### src/rtl/mem_wb_pipe.sv
// MEM->WB pipeline stage: registered writeback bundle, result select, valid/ready flow control.
// Define MEM_WB_SKID_EN to add a second entry so that ready_m comes straight from a flop.
module mem_wb_pipe #(
  parameter int XLEN    = 32,
  parameter int SRC_W   = 2,
  parameter int RADDR_W = 5
) (
  input  logic               clk,
  input  logic               reset,
  input  logic               flush,
  input  logic               valid_m,
  output logic               ready_m,
  input  logic               RegWriteM,
  input  logic [SRC_W-1:0]   ResultSrcM,
  input  logic [RADDR_W-1:0] RdM,
  input  logic [XLEN-1:0]    ALUResultM,
  input  logic [XLEN-1:0]    ReadDataM,
  input  logic [XLEN-1:0]    PCPlus4M,
  output logic               valid_w,
  input  logic               ready_w,
  output logic               RegWriteW,
  output logic [SRC_W-1:0]   ResultSrcW,
  output logic [RADDR_W-1:0] RdW,
  output logic [XLEN-1:0]    ALUResultW,
  output logic [XLEN-1:0]    ReadDataW,
  output logic [XLEN-1:0]    PCPlus4W,
  output logic [XLEN-1:0]    ResultW
);

  localparam int BW = 1 + SRC_W + RADDR_W + 3 * XLEN;

  logic [BW-1:0] w_in_bundle;
  logic [BW-1:0] r_main;
  logic          r_valid;
  logic          w_take;
  logic          w_drain;
  logic          w_regwrite;

  assign w_in_bundle = {RegWriteM, ResultSrcM, RdM, ALUResultM, ReadDataM, PCPlus4M};
  assign w_take      = valid_m & ready_m & ~flush;
  assign w_drain     = r_valid & ready_w;

`ifdef MEM_WB_SKID_EN
  logic [BW-1:0] r_skid;
  logic          r_skid_valid;
  logic          r_ready;

  // r_ready always equals !r_skid_valid; kept as its own flop so ready_m has no logic in front of it.
  assign ready_m = r_ready;

  always_ff @(posedge clk or posedge reset) begin
    if (reset) begin
      r_valid      <= 1'b0;
      r_main       <= '0;
      r_skid       <= '0;
      r_skid_valid <= 1'b0;
      r_ready      <= 1'b1;
    end else if (flush) begin
      r_valid      <= 1'b0;
      r_skid_valid <= 1'b0;
      r_ready      <= 1'b1;
    end else if (r_skid_valid) begin
      if (w_drain) begin
        r_main       <= r_skid;
        r_skid_valid <= 1'b0;
        r_ready      <= 1'b1;
      end
    end else if (!r_valid || w_drain) begin
      r_valid <= w_take;
      if (w_take) r_main <= w_in_bundle;
    end else if (w_take) begin
      r_skid       <= w_in_bundle;
      r_skid_valid <= 1'b1;
      r_ready      <= 1'b0;
    end
  end
`else
  assign ready_m = ~r_valid | ready_w;

  always_ff @(posedge clk or posedge reset) begin
    if (reset) begin
      r_valid <= 1'b0;
      r_main  <= '0;
    end else if (flush) begin
      r_valid <= 1'b0;
    end else if (!r_valid || w_drain) begin
      r_valid <= w_take;
      if (w_take) r_main <= w_in_bundle;
    end
  end
`endif

  assign {w_regwrite, ResultSrcW, RdW, ALUResultW, ReadDataW, PCPlus4W} = r_main;
  assign valid_w   = r_valid;
  assign RegWriteW = w_regwrite & r_valid;

  always_comb begin
    ResultW = '0;
    case (ResultSrcW[1:0])
      2'b00:   ResultW = ALUResultW;
      2'b01:   ResultW = ReadDataW;
      2'b10:   ResultW = PCPlus4W;
      default: ResultW = '0;
    endcase
  end

endmodule

### config.mk
export PLATFORM = sky130hd
export DESIGN_NAME = mem_wb_pipe
export DESIGN_NICKNAME = d
export VERILOG_FILES = /design/src/rtl/mem_wb_pipe.sv
export SDC_FILE = /design/constraint.sdc
export NUM_CORES = 1
export LEC_CHECK = 0
export ABC_AREA = 1
export BUFFER_PORTS_ARGS = -buffer_cell sky130_fd_sc_hd__buf_2
export CAP_MARGIN = 10
export CORE_AREA = 8 8 123 125
export DETAILED_ROUTE_END_ITERATION = 8
export DIE_AREA = 0 0 131 133
export GPL_ROUTABILITY_DRIVEN = 0
export PLACE_DENSITY = 0.76
export SYNTH_ARGS = -nofsm -noshare
export SYNTH_HDL_FRONTEND = slang
export SYNTH_SLANG_ARGS = --single-unit
### constraint.sdc
create_clock -name clk -period 3 [get_ports clk]
set_input_delay 0.3 -clock clk [delete_from_list [all_inputs] [get_ports clk]]
set_output_delay 0.3 -clock clk [all_outputs]
set_load 0.02 [all_outputs]
* Word-level counts from Yosys, hierarchy flattened
Cells that the tools add are included. W data, S select, Z words.
Storage, ports and cells: bits in latches 0, bits in read-only memories 0, bits in writable memories 0, memories kept 0, register bits after elaboration 105, bits of input ports 109
Cells by class: equality and inequality tests 2, multipliers 0, multiplexer cells 3, bitwise logic cells 7, add/sub/neg operators 0, reduce and logical (&&, ||, !) cells 5, magnitude comparators 0, shifts and indexed selects 0, div/mod/pow operators 0
Operators by type and width (number):
- $pmux W32 S3 | 1
- $and A1 B1 Y1 | 4
- $reduce_and A3 Y1 | 1
- $eq A2 B1 Y1 const B | 1
- $eq A2 B2 Y1 const B | 1
- $logic_not A2 Y1 | 1
- $mux W1 | 2
- $not A1 Y1 | 2
- $reduce_bool A2 Y1 | 1
- $logic_not A1 Y1 | 1
- $logic_or A1 B1 Y1 | 1
- $or A1 B1 Y1 | 1

* Longest topological paths before layout
depth in word-level cells 6, gate-level depth with buffers 7, mapped depth without buffers 5

* Least setup slack after synthesis
No wires, ideal clock.
path type register -> output, from register r_main[102], to output ResultW[0], required time 2.700 ns, arrival 1.049 ns, stages on the path, launching flop included 5, setup slack 1.651 ns, path through dfrtp_1 > nor2_1 > buf_2 > nand2_1 > nand3_1
On the way: longest elaborated chain between the ends 2
Ends and longest elaborated chain:
- start: declaration | line 33 | logic [BW-1:0] r_main;
- start signal: assignment | line 88 | if (w_take) r_main <= w_in_bundle;
- $eq A2 B2 Y1, or another cell as far along | line 99 | case (ResultSrcW[1:0])
- $pmux W32 S3 (*) | line 99
- end: declaration | line 27 | output logic [XLEN-1:0] ResultW
Every way passes the cells marked *; elsewhere a longest branch is shown, timed or not.

* Worst setup path after layout
from register r_main[102], to output ResultW[16]
Same word-level chain as after synthesis.

==> run summary <==
core area -> 13,100 µm²
Final Non-Filler Cells -> 1,006
met2 wire len -> 8160 µm
GRT Total Usage -> 18.2%
Final Core Density -> 48.8%
Max VDD drop -> 0.000299 V
gr ovfl total -> 0
Cell variety after synth -> 13
CP max FO -> 32
Post-Syn Nets -> 813
Worst-Margin Slew -> 1050 ps
layout cells sized above 1 -> 33.1%
most common cell after layout, fill and taps aside -> nand2_1
drt pass-1 iters -> 5
Layout fillers -> 1,273
crit path launch type -> flip-flop
detailed-route wire length -> 16,100 µm
FF-to-FF path depth -> 5
Pleak -> 3.72 nW
r2r setup slk -> 1020 ps
placed instance count -> 990
syn avg cell area -> 7.80 µm²
Die Ht -> 133 µm
TritonCTS clock tree -> built
Hold WS -> 109 ps
Residual DRC -> 0
top sig layer -> met5
final design area excluding fillers -> 6390 µm²
status -> completed
dpl ws -> 1040 ps
Gate Count Post-Synth -> 704
Final Max Tran Viols -> 0
Final Skew -> 8.38 ps
Worst Setup Path Type -> reg2out
number of global-route vias before repair -> 4,808
RSZ-0062 raised after global routing -> no
Post-CTS Resized -> 0
ant diodes -> 0
via count -> 4,876
initial antenna violation count -> 1
final setup fails -> 0
Reg clk slew, reported paths -> 70 ps
# clock sinks -> 105
Critical Path RT -> 2700 ps
cell row count -> 42
Post-DRT Antenna Nets -> 0
data arrival time of the worst path -> 2010 ps
Ports -> 247
final period utilization -> 77.0%
Final min period -> 2310 ps
Placed Area -> 6100 µm²
Mapped Area -> 5490 µm²
DP HPWL -> 11,600 µm
Layout area overhead -> 16.2%
Rel. slew slack -> 30.0%
Avg WL per Cell -> 16.0 µm
PwrDens -> 672 nW/µm²
reg2reg start -> valid_w
largest net degree at the start of global routing -> 105
max cap viols -> 0
post-layout power -> 4.29 mW
fin nets -> 934
most frequent cells in the layout -> 305 x nand2_1, 246 x buf_2, 136 x nand3_1
first-pass GRT wire length -> 25,200 µm
via/cell ratio -> 4.85
hold buffer count at CTS -> 0
Crit Reg-Reg Endpoint -> r_main[81]
Critical Path End Type -> output pin
IO Port Bufs -> 246
CTS buffer count -> 9
DIE WIDTH -> 131 µm
flop and latch count out of synthesis -> 105
Initial Utilization -> 42.0%
Hold Vio Cnt, Final -> 0
Hold Crit Class -> in2async
FMAX -> 0.433 GHz
M1 wire length -> 6510 µm
fin worst setup slack -> 690 ps
Post-CTS Setup Repair Bufs -> 0
routed wl met3 -> 1110 µm
H-tree depth -> 3
Max Buffers Root-to-Sink -> 2
DRT iter0 DRCs -> 343
Die ar. -> 17,400 µm²
Fin Setup TNS -> 0 ps
post-synthesis sequential area ratio -> 47.8%
YS warnings -> 0
Worst-Skew Late Latency -> 340 ps
Clk Tree Root Cell -> clkbuf_16
## power by group
group | internal (mW) | switching (mW) | leakage (nW)
sequential | 1.62 | 0.174 | 1.30
clock | 0.651 | 0.518 | 0.133
combinational | 0.427 | 0.899 | 2.29
## flip-flops by register name, indices dropped and copies added, names as in the netlist
register  count
valid_w       1
r_main      104
## worst max-delay path by stage
stage | end | slack, ps | cells after the start | from
6_report | ResultW[16] | 690 | 4 | r_main[102]
5_1_grt | ResultW[3] | 550 | 6 | r_main[102]
4_1_cts | ResultW[5] | 660 | 4 | r_main[102]
3_5_place_dp | ResultW[5] | 1040 | 4 | r_main[102]
3_3_place_gp | ResultW[16] | 1060 | 4 | r_main[102]
2_1_floorplan | r_main[0] | 1440 | 1 | reset
## layer usage
metal | vias up | global-route usage (%)
met1 | 2300 | 22.3
met5 | - | 0
met4 | 2 | 6.76
li1 | 2360 | -
met3 | 24 | 3.46
met2 | 190 | 30.8
## area by class of cell
cell class / instances / area, µm² / area share, %
timing repair buffer: 255 / 1320 / 20.7
inverter: 6 / 26.3 / 0.411
multi-input combinational: 448 / 1900 / 29.7
clock inverter: 4 / 53.8 / 0.842
clock buffer: 12 / 236 / 3.70
tap: 176 / 220 / 3.45
sequential: 105 / 2630 / 41.1
## kinds of logic after synthesis
logic type | synth area share (%)
buffers and inverters | 18.1
AO/OA/AOI/OAI | 0.0910
AND/OR/NAND/NOR | 34.0
flip-flops | 47.8
## worst max-delay path: stages, from the launching register on
cell and delay (ps):
dfrtp_1 460, nor2_4 740, nand2_1 170, nand3_1 130, buf_2 170
## cells in the mapped netlist
| library cell | instances | area, µm² |
|---|---|---|
| nand2_1 | 305 | 1140 |
| nand3_1 | 136 | 681 |
| buf_4 | 105 | 788 |
| dfrtp_1 | 105 | 2630 |
| buf_2 | 28 | 140 |
| buf_1 | 7 | 26.3 |
| inv_1 | 6 | 22.5 |
| clkbuf_1 | 5 | 18.8 |
| nand2_2 | 2 | 12.5 |
| nor2_2 | 2 | 12.5 |
| a21oi_1 | 1 | 5.00 |
| nor2_1 | 1 | 3.75 |
| nor2_4 | 1 | 11.3 |
Note: power is estimated with default switching activity, not from simulation.
